--- src/rtl/keypad_scan_encoder_pkg.sv ---
// Shared definitions for the keypad scanner: FSM state encodings, column reset
// pattern, parameter defaults and small pattern-decoding helpers.
`timescale 1ns/1ps
package keypad_scan_encoder_pkg;

  typedef enum logic [1:0] {
    KP_SCAN     = 2'd0,
    KP_DEBOUNCE = 2'd1,
    KP_PRESSED  = 2'd2,
    KP_RELEASE  = 2'd3
  } kp_state_e;

  localparam logic [3:0]  KP_COL_RESET        = 4'b1110;
  localparam logic [3:0]  KP_ALL_HIGH         = 4'hF;
  localparam logic [15:0] KP_SCAN_DIV_DEFAULT = 16'd50000;
  localparam logic [3:0]  KP_DEBOUNCE_DEFAULT = 4'd4;

  // True when exactly one line of an active-low 4-bit pattern is pulled low.
  function automatic logic kpIsSingle(input logic [3:0] pattern);
    logic single;
    case (pattern)
      4'b1110, 4'b1101, 4'b1011, 4'b0111: single = 1'b1;
      default:                            single = 1'b0;
    endcase
    return single;
  endfunction

  function automatic logic [1:0] kpLowIdx(input logic [3:0] pattern);
    logic [1:0] idx;
    case (pattern)
      4'b1101: idx = 2'd1;
      4'b1011: idx = 2'd2;
      4'b0111: idx = 2'd3;
      default: idx = 2'd0;
    endcase
    return idx;
  endfunction

  function automatic logic [3:0] kpRotate(input logic [3:0] col);
    return {col[2:0], col[3]};
  endfunction

endpackage

--- src/rtl/keypad_scan_encoder_sync2.sv ---
// Two-flop synchronizer for the four keypad row inputs; resets to all ones so
// an idle keypad (no rows pulled low) is seen during and right after reset.
`timescale 1ns/1ps
module keypad_scan_encoder_sync2
  import keypad_scan_encoder_pkg::*;
(
  input  logic       i_clk,
  input  logic       i_rst_n,
  input  logic [3:0] i_d,
  output logic [3:0] o_q
);

  logic [3:0] r_meta;
  logic [3:0] r_sync;

  always_ff @(posedge i_clk or negedge i_rst_n) begin
    if (!i_rst_n) begin
      r_meta <= KP_ALL_HIGH;
      r_sync <= KP_ALL_HIGH;
    end else begin
      r_meta <= i_d;
      r_sync <= r_meta;
    end
  end

  assign o_q = r_sync;

endmodule

--- src/rtl/keypad_scan_encoder.sv ---
// 4x4 matrix keypad scanner: rotates an active-low column drive, debounces a
// single-key press and its release, and emits the key code with a valid strobe.
`timescale 1ns/1ps
module keypad_scan_encoder
  import keypad_scan_encoder_pkg::*;
#(
  parameter logic [15:0] SCAN_DIV       = KP_SCAN_DIV_DEFAULT,
  parameter logic [3:0]  DEBOUNCE_SCANS = KP_DEBOUNCE_DEFAULT
) (
  input  logic       clock_in,
  input  logic       Rst,
  input  logic [3:0] ROW,
  output logic [3:0] COL,
  output logic [3:0] KEY,
  output logic       VALID,
  output logic       HELD
);

  logic [15:0] r_presc;
  logic [3:0]  r_col;
  logic [3:0]  r_key;
  logic        r_valid;
  logic        r_held;
  logic [3:0]  r_dbCnt;
  logic [3:0]  r_pattern;
  kp_state_e   r_state;

  logic [3:0]  w_rs;
  logic        w_tick;
  logic        w_single;
  logic        w_allHigh;
  logic        w_match;
  logic [3:0]  w_dbInc;
  logic        w_dbDone;
  kp_state_e   w_nextState;
  logic [3:0]  w_colNext;
  logic [3:0]  w_keyNext;
  logic        w_validNext;
  logic        w_heldNext;
  logic [3:0]  w_dbCntNext;
  logic [3:0]  w_patternNext;

  keypad_scan_encoder_sync2 u_sync (
    .i_clk   (clock_in),
    .i_rst_n (Rst),
    .i_d     (ROW),
    .o_q     (w_rs)
  );

  assign w_tick    = (r_presc == (SCAN_DIV - 16'd1));
  assign w_single  = kpIsSingle(w_rs);
  assign w_allHigh = (w_rs == KP_ALL_HIGH);
  assign w_match   = (w_rs == r_pattern);
  assign w_dbInc   = r_dbCnt + 4'd1;
  assign w_dbDone  = (w_dbInc == DEBOUNCE_SCANS);

  always_ff @(posedge clock_in or negedge Rst) begin
    if (!Rst) begin
      r_presc <= 16'd0;
    end else if (w_tick) begin
      r_presc <= 16'd0;
    end else begin
      r_presc <= r_presc + 16'd1;
    end
  end

  always_ff @(posedge clock_in or negedge Rst) begin
    if (!Rst) begin
      r_state <= KP_SCAN;
    end else begin
      r_state <= w_nextState;
    end
  end

  always_comb begin
    w_nextState = r_state;
    if (w_tick) begin
      case (r_state)
        KP_SCAN: begin
          if (w_single) w_nextState = KP_DEBOUNCE;
        end
        KP_DEBOUNCE: begin
          if (!w_match)      w_nextState = KP_SCAN;
          else if (w_dbDone) w_nextState = KP_PRESSED;
        end
        KP_PRESSED: begin
          if (w_allHigh) w_nextState = KP_RELEASE;
        end
        KP_RELEASE: begin
          if (!w_allHigh)    w_nextState = KP_PRESSED;
          else if (w_dbDone) w_nextState = KP_SCAN;
        end
        default: w_nextState = KP_SCAN;
      endcase
    end
  end

  // Column is frozen from first detect until release completes, so the
  // column index of the key is simply the position of the low COL bit.
  always_comb begin
    w_colNext     = r_col;
    w_keyNext     = r_key;
    w_validNext   = 1'b0;
    w_heldNext    = r_held;
    w_dbCntNext   = r_dbCnt;
    w_patternNext = r_pattern;
    if (w_tick) begin
      case (r_state)
        KP_SCAN: begin
          if (w_single) begin
            w_patternNext = w_rs;
            w_dbCntNext   = 4'd1;
          end else begin
            w_colNext = kpRotate(r_col);
          end
        end
        KP_DEBOUNCE: begin
          if (!w_match) begin
            w_dbCntNext = 4'd0;
            w_colNext   = kpRotate(r_col);
          end else begin
            w_dbCntNext = w_dbInc;
            if (w_dbDone) begin
              w_keyNext   = {kpLowIdx(r_pattern), kpLowIdx(r_col)};
              w_validNext = 1'b1;
              w_heldNext  = 1'b1;
            end
          end
        end
        KP_PRESSED: begin
          if (w_allHigh) w_dbCntNext = 4'd1;
        end
        KP_RELEASE: begin
          if (!w_allHigh) begin
            w_dbCntNext = 4'd0;
          end else if (w_dbDone) begin
            w_dbCntNext = 4'd0;
            w_heldNext  = 1'b0;
            w_colNext   = kpRotate(r_col);
          end else begin
            w_dbCntNext = w_dbInc;
          end
        end
        default: begin
          w_dbCntNext = 4'd0;
        end
      endcase
    end
  end

  always_ff @(posedge clock_in or negedge Rst) begin
    if (!Rst) begin
      r_col     <= KP_COL_RESET;
      r_key     <= 4'h0;
      r_valid   <= 1'b0;
      r_held    <= 1'b0;
      r_dbCnt   <= 4'd0;
      r_pattern <= KP_ALL_HIGH;
    end else begin
      r_col     <= w_colNext;
      r_key     <= w_keyNext;
      r_valid   <= w_validNext;
      r_held    <= w_heldNext;
      r_dbCnt   <= w_dbCntNext;
      r_pattern <= w_patternNext;
    end
  end

  assign COL   = r_col;
  assign KEY   = r_key;
  assign VALID = r_valid;
  assign HELD  = r_held;

endmodule

--- config.mk ---
export PLATFORM = sky130hd
export DESIGN_NAME = keypad_scan_encoder
export DESIGN_NICKNAME = d
export VERILOG_FILES = /design/src/rtl/keypad_scan_encoder_pkg.sv /design/src/rtl/keypad_scan_encoder_sync2.sv /design/src/rtl/keypad_scan_encoder.sv
export SDC_FILE = /design/constraint.sdc
export NUM_CORES = 1
export LEC_CHECK = 0
export BUFFER_PORTS_ARGS = -buffer_cell sky130_fd_sc_hd__buf_2
export CORE_MARGIN = 2
export CORE_UTILIZATION = 40
export CTS_BUF_LIST = sky130_fd_sc_hd__clkbuf_8 sky130_fd_sc_hd__clkbuf_16
export DETAILED_ROUTE_END_ITERATION = 10
export PLACE_DENSITY_LB_ADDON = 0.1
export SYNTH_ARGS = -nofsm -noshare
export SYNTH_HDL_FRONTEND = slang
export SYNTH_HIERARCHICAL = 1
export SYNTH_SLANG_ARGS = --single-unit
--- constraint.sdc ---
create_clock -name clock_in -period 2.4 [get_ports clock_in]
set_clock_uncertainty 0.1 [all_clocks]
set_input_delay 0.48 -clock clock_in [delete_from_list [all_inputs] [get_ports clock_in]]
set_output_delay 0.48 -clock clock_in [all_outputs]
set_load 0.05 [all_outputs]
==> results.toml <==
[cells_and_area]
fillCellCount = 473
nets = 213
stdcell_count = 275
fin_util = 0.469
antenna_cells = 0
syn_to_final_growth_pct = 12.3
drive_gt1_frac = 0.298

[floorplanning]
dieHeight_um = 77.5
start_util = 0.417
die_w_um = 77.5
dieArea_um2 = 6000
rows = 26
core_um2 = 5170
ios = 16

[timing]
setup_viol = 0
period_needed_ns = 2.13
slew_headroom = 0.500
tns_ns = 0
setup_slack_ns = 0.273
rsz0062_at_grt = "no"
tightestPinTransition_ns = 0.749
fmaxAchievable_mhz = 470
hold_viol = 0
finalMaxSlewViolations = 0
fin_crit_sh = 0.886
holdWs_ns = 0.0390

[placement]
pre_cts_slack_ns = 0.243
dp_hpwl_um = 2770
place_congestion = 0.767
portBuffers = 15
placed_cells = 267

[routing]
wire_per_inst_um = 13.5
viasPerCell = 5.20
ant_nets = 0
drc_errors = 0
wirelength_um = 3720
drt_first_pass_iters = 4
via_count = 1429
dr.first_iter.drc_count = 58

[grt]
grtUsageMet3 = 0.0372
top_usage_layer = "met2"
grt_pass1_wl_um = 6740
antenna_found_initial = 0
grt_use_total = 0.140
grt_overflow = 0
grt_pass1_vias = 1431
gr-usage-met1 = 0.197
met2_usage = 0.213
grt_max_degree = 25

[worst_setup_path]
cp_data_required_time_ns = 2.48
r2r-start = "u_sync/o_q[3]"
critPathKind = "reg2reg"
rrSetupSlack_ns = 0.27
critPathLaunchType = "flop"
reg2regPathDepth = 5
cp_max_fo = 11
timing.rr.end = "r_dbCnt[3]"
critPathCaptureType = "flop"
arrival_ns = 2.20

[clocking]
cts.repair.resized = 0
htreeDepth = 2
cts_buffers = 5
numClockSinks = 44
cts_tree = "yes"
postCtsHoldBufs = 0
clock_path_buffers = 2
clk_pin_slew_ns = 0.08
clk-insertion-delay-late_ns = 0.29
post_cts_buffers = 0
cts_root_buf = "clkbuf_8"

[yosys]
synth_async_sr_flop_share = 1.00
synth_most_common_cell = "dfrtp_1"
netlist_area_um2 = 2160
syn_area_per_cell_um2 = 11.9
yosysTopAreaCellShare = 0.336
yosysSeqAreaShare = 0.519
synth-edff-count = 0
yosysUniqueCellTypes = 50
synth_top_area_cell = "dfrtp_1"
syn_nets = 191
synth_warnings = 6
synth_common_cells = "29 x dfrtp_1, 15 x dfstp_2, 15 x nand2_1, 13 x nand3_1, 13 x nor2_1"
synthCells = 182
synth-seq-cells = 44
synth_area_leaders = "dfrtp_1 34%, dfstp_2 18%, xor2_1 4.9%"
synth_ff_type = "dfrtp_1"

[power_and_ir_drop]
powerDensity_nw_per_um2 = 516
ir_drop_v = 0.000306
leakage_nw = 1.11

[outcome]
status = "complete, no violations"

[flow_run]
max_cap_violations = 0

[min_path]
hp-class = "in2async"
critical path, cell delays in order (launching register included):
cell	delay (ns)
dfstp_2	0.59
xnor2_1	0.13
o211ai_1	0.15
o311ai_2	0.66
nor4_1	0.10
a211o_1	0.29
final cells by class:
class / instances / area, µm² / share of cell area
clock buffer: 6 / 82.6 / 0.0341
sequential: 44 / 1120 / 0.462
tap: 70 / 87.6 / 0.0361
timing repair buffer: 18 / 110 / 0.0454
multi-input combinational: 133 / 1010 / 0.416
clock inverter: 2 / 7.51 / 0.00310
inverter: 2 / 7.51 / 0.00310
report_power, final:
part	leakage, nW	total [mW]	internal [mW]	switching (mW)
logic	0.504	0.0340	0.0115	0.0225
registers	0.547	0.761	0.754	0.00694
clock network	0.0538	0.456	0.226	0.230
registers in the layout, summed over array words and instances (netlist names):
signal and cells:
HELD 1, r_presc 16, r_dbCnt 4, u_sync/r_meta 4
r_pattern 4, r_state 2, KEY 4, u_sync/o_q 4
VALID 1, COL 4
cell families (layout without fill, tap and decap cells):
family	count (synthesis)	in the layout	share of synthesized area
AOI/OAI and AO/OA	26	26	0.102
xor gates and xnor gates	20	20	0.0812
adders and majority gates	3	3	0.0174
buffers and inverters	5	28	0.0133
DFF	44	44	0.519
muxes	8	8	0.0487
and+or+nand+nor	76	76	0.219
per-layer routing:
layer / wire, µm / part of all wire
met4: 32 / 0.0086
met2: 1720 / 0.46
met5: 0 / 0
met3: 157 / 0.042
met1: 1810 / 0.49
worst max-delay path by stage:
stage                  to  slack, ns  depth (start not counted)          start
2_1_floorplan      COL[0]       0.46                          5  u_sync/o_q[2]
3_3_place_gp       COL[0]       0.32                          6     r_dbCnt[0]
3_5_place_dp   r_dbCnt[3]       0.24                          5  u_sync/o_q[3]
4_1_cts        r_dbCnt[3]       0.25                          5  u_sync/o_q[3]
5_1_grt        r_dbCnt[3]       0.08                          5  u_sync/o_q[0]
6_report       r_dbCnt[3]       0.27                          5  u_sync/o_q[3]
layout by cell type, fill, tap and decap left out, types with 3 or more instances in the layout:
cell type / Yosys / routed
xnor2_1: 8 / 8
nand2b_1: 4 / 4
dfrtp_1: 29 / 29
mux2_2: 3 / 3
nor2_1: 13 / 13
clkbuf_8: 0 / 6
o21ai_0: 3 / 3
nand2_1: 15 / 15
nand3_1: 13 / 13
dfstp_2: 15 / 15
o21ai_1: 5 / 5
inv_1: 1 / 3
ha_1: 3 / 3
nor2b_1: 3 / 3
nand4_1: 4 / 4
mux2_4: 4 / 4
and4_1: 3 / 3
and3_1: 3 / 3
buf_2: 2 / 15
a21o_1: 3 / 3
xor2_1: 12 / 12
per-stage QoR:
stage	cell area, µm²	total power [mW]
5_1_grt	2420	1.32
2_1_floorplan	2160	0.784
4_1_cts	2420	1.27
6_report	2420	1.25
3_3_place_gp	2330	0.809
3_5_place_dp	2330	0.811
No activity file was read; power rests on OpenSTA's default activity.
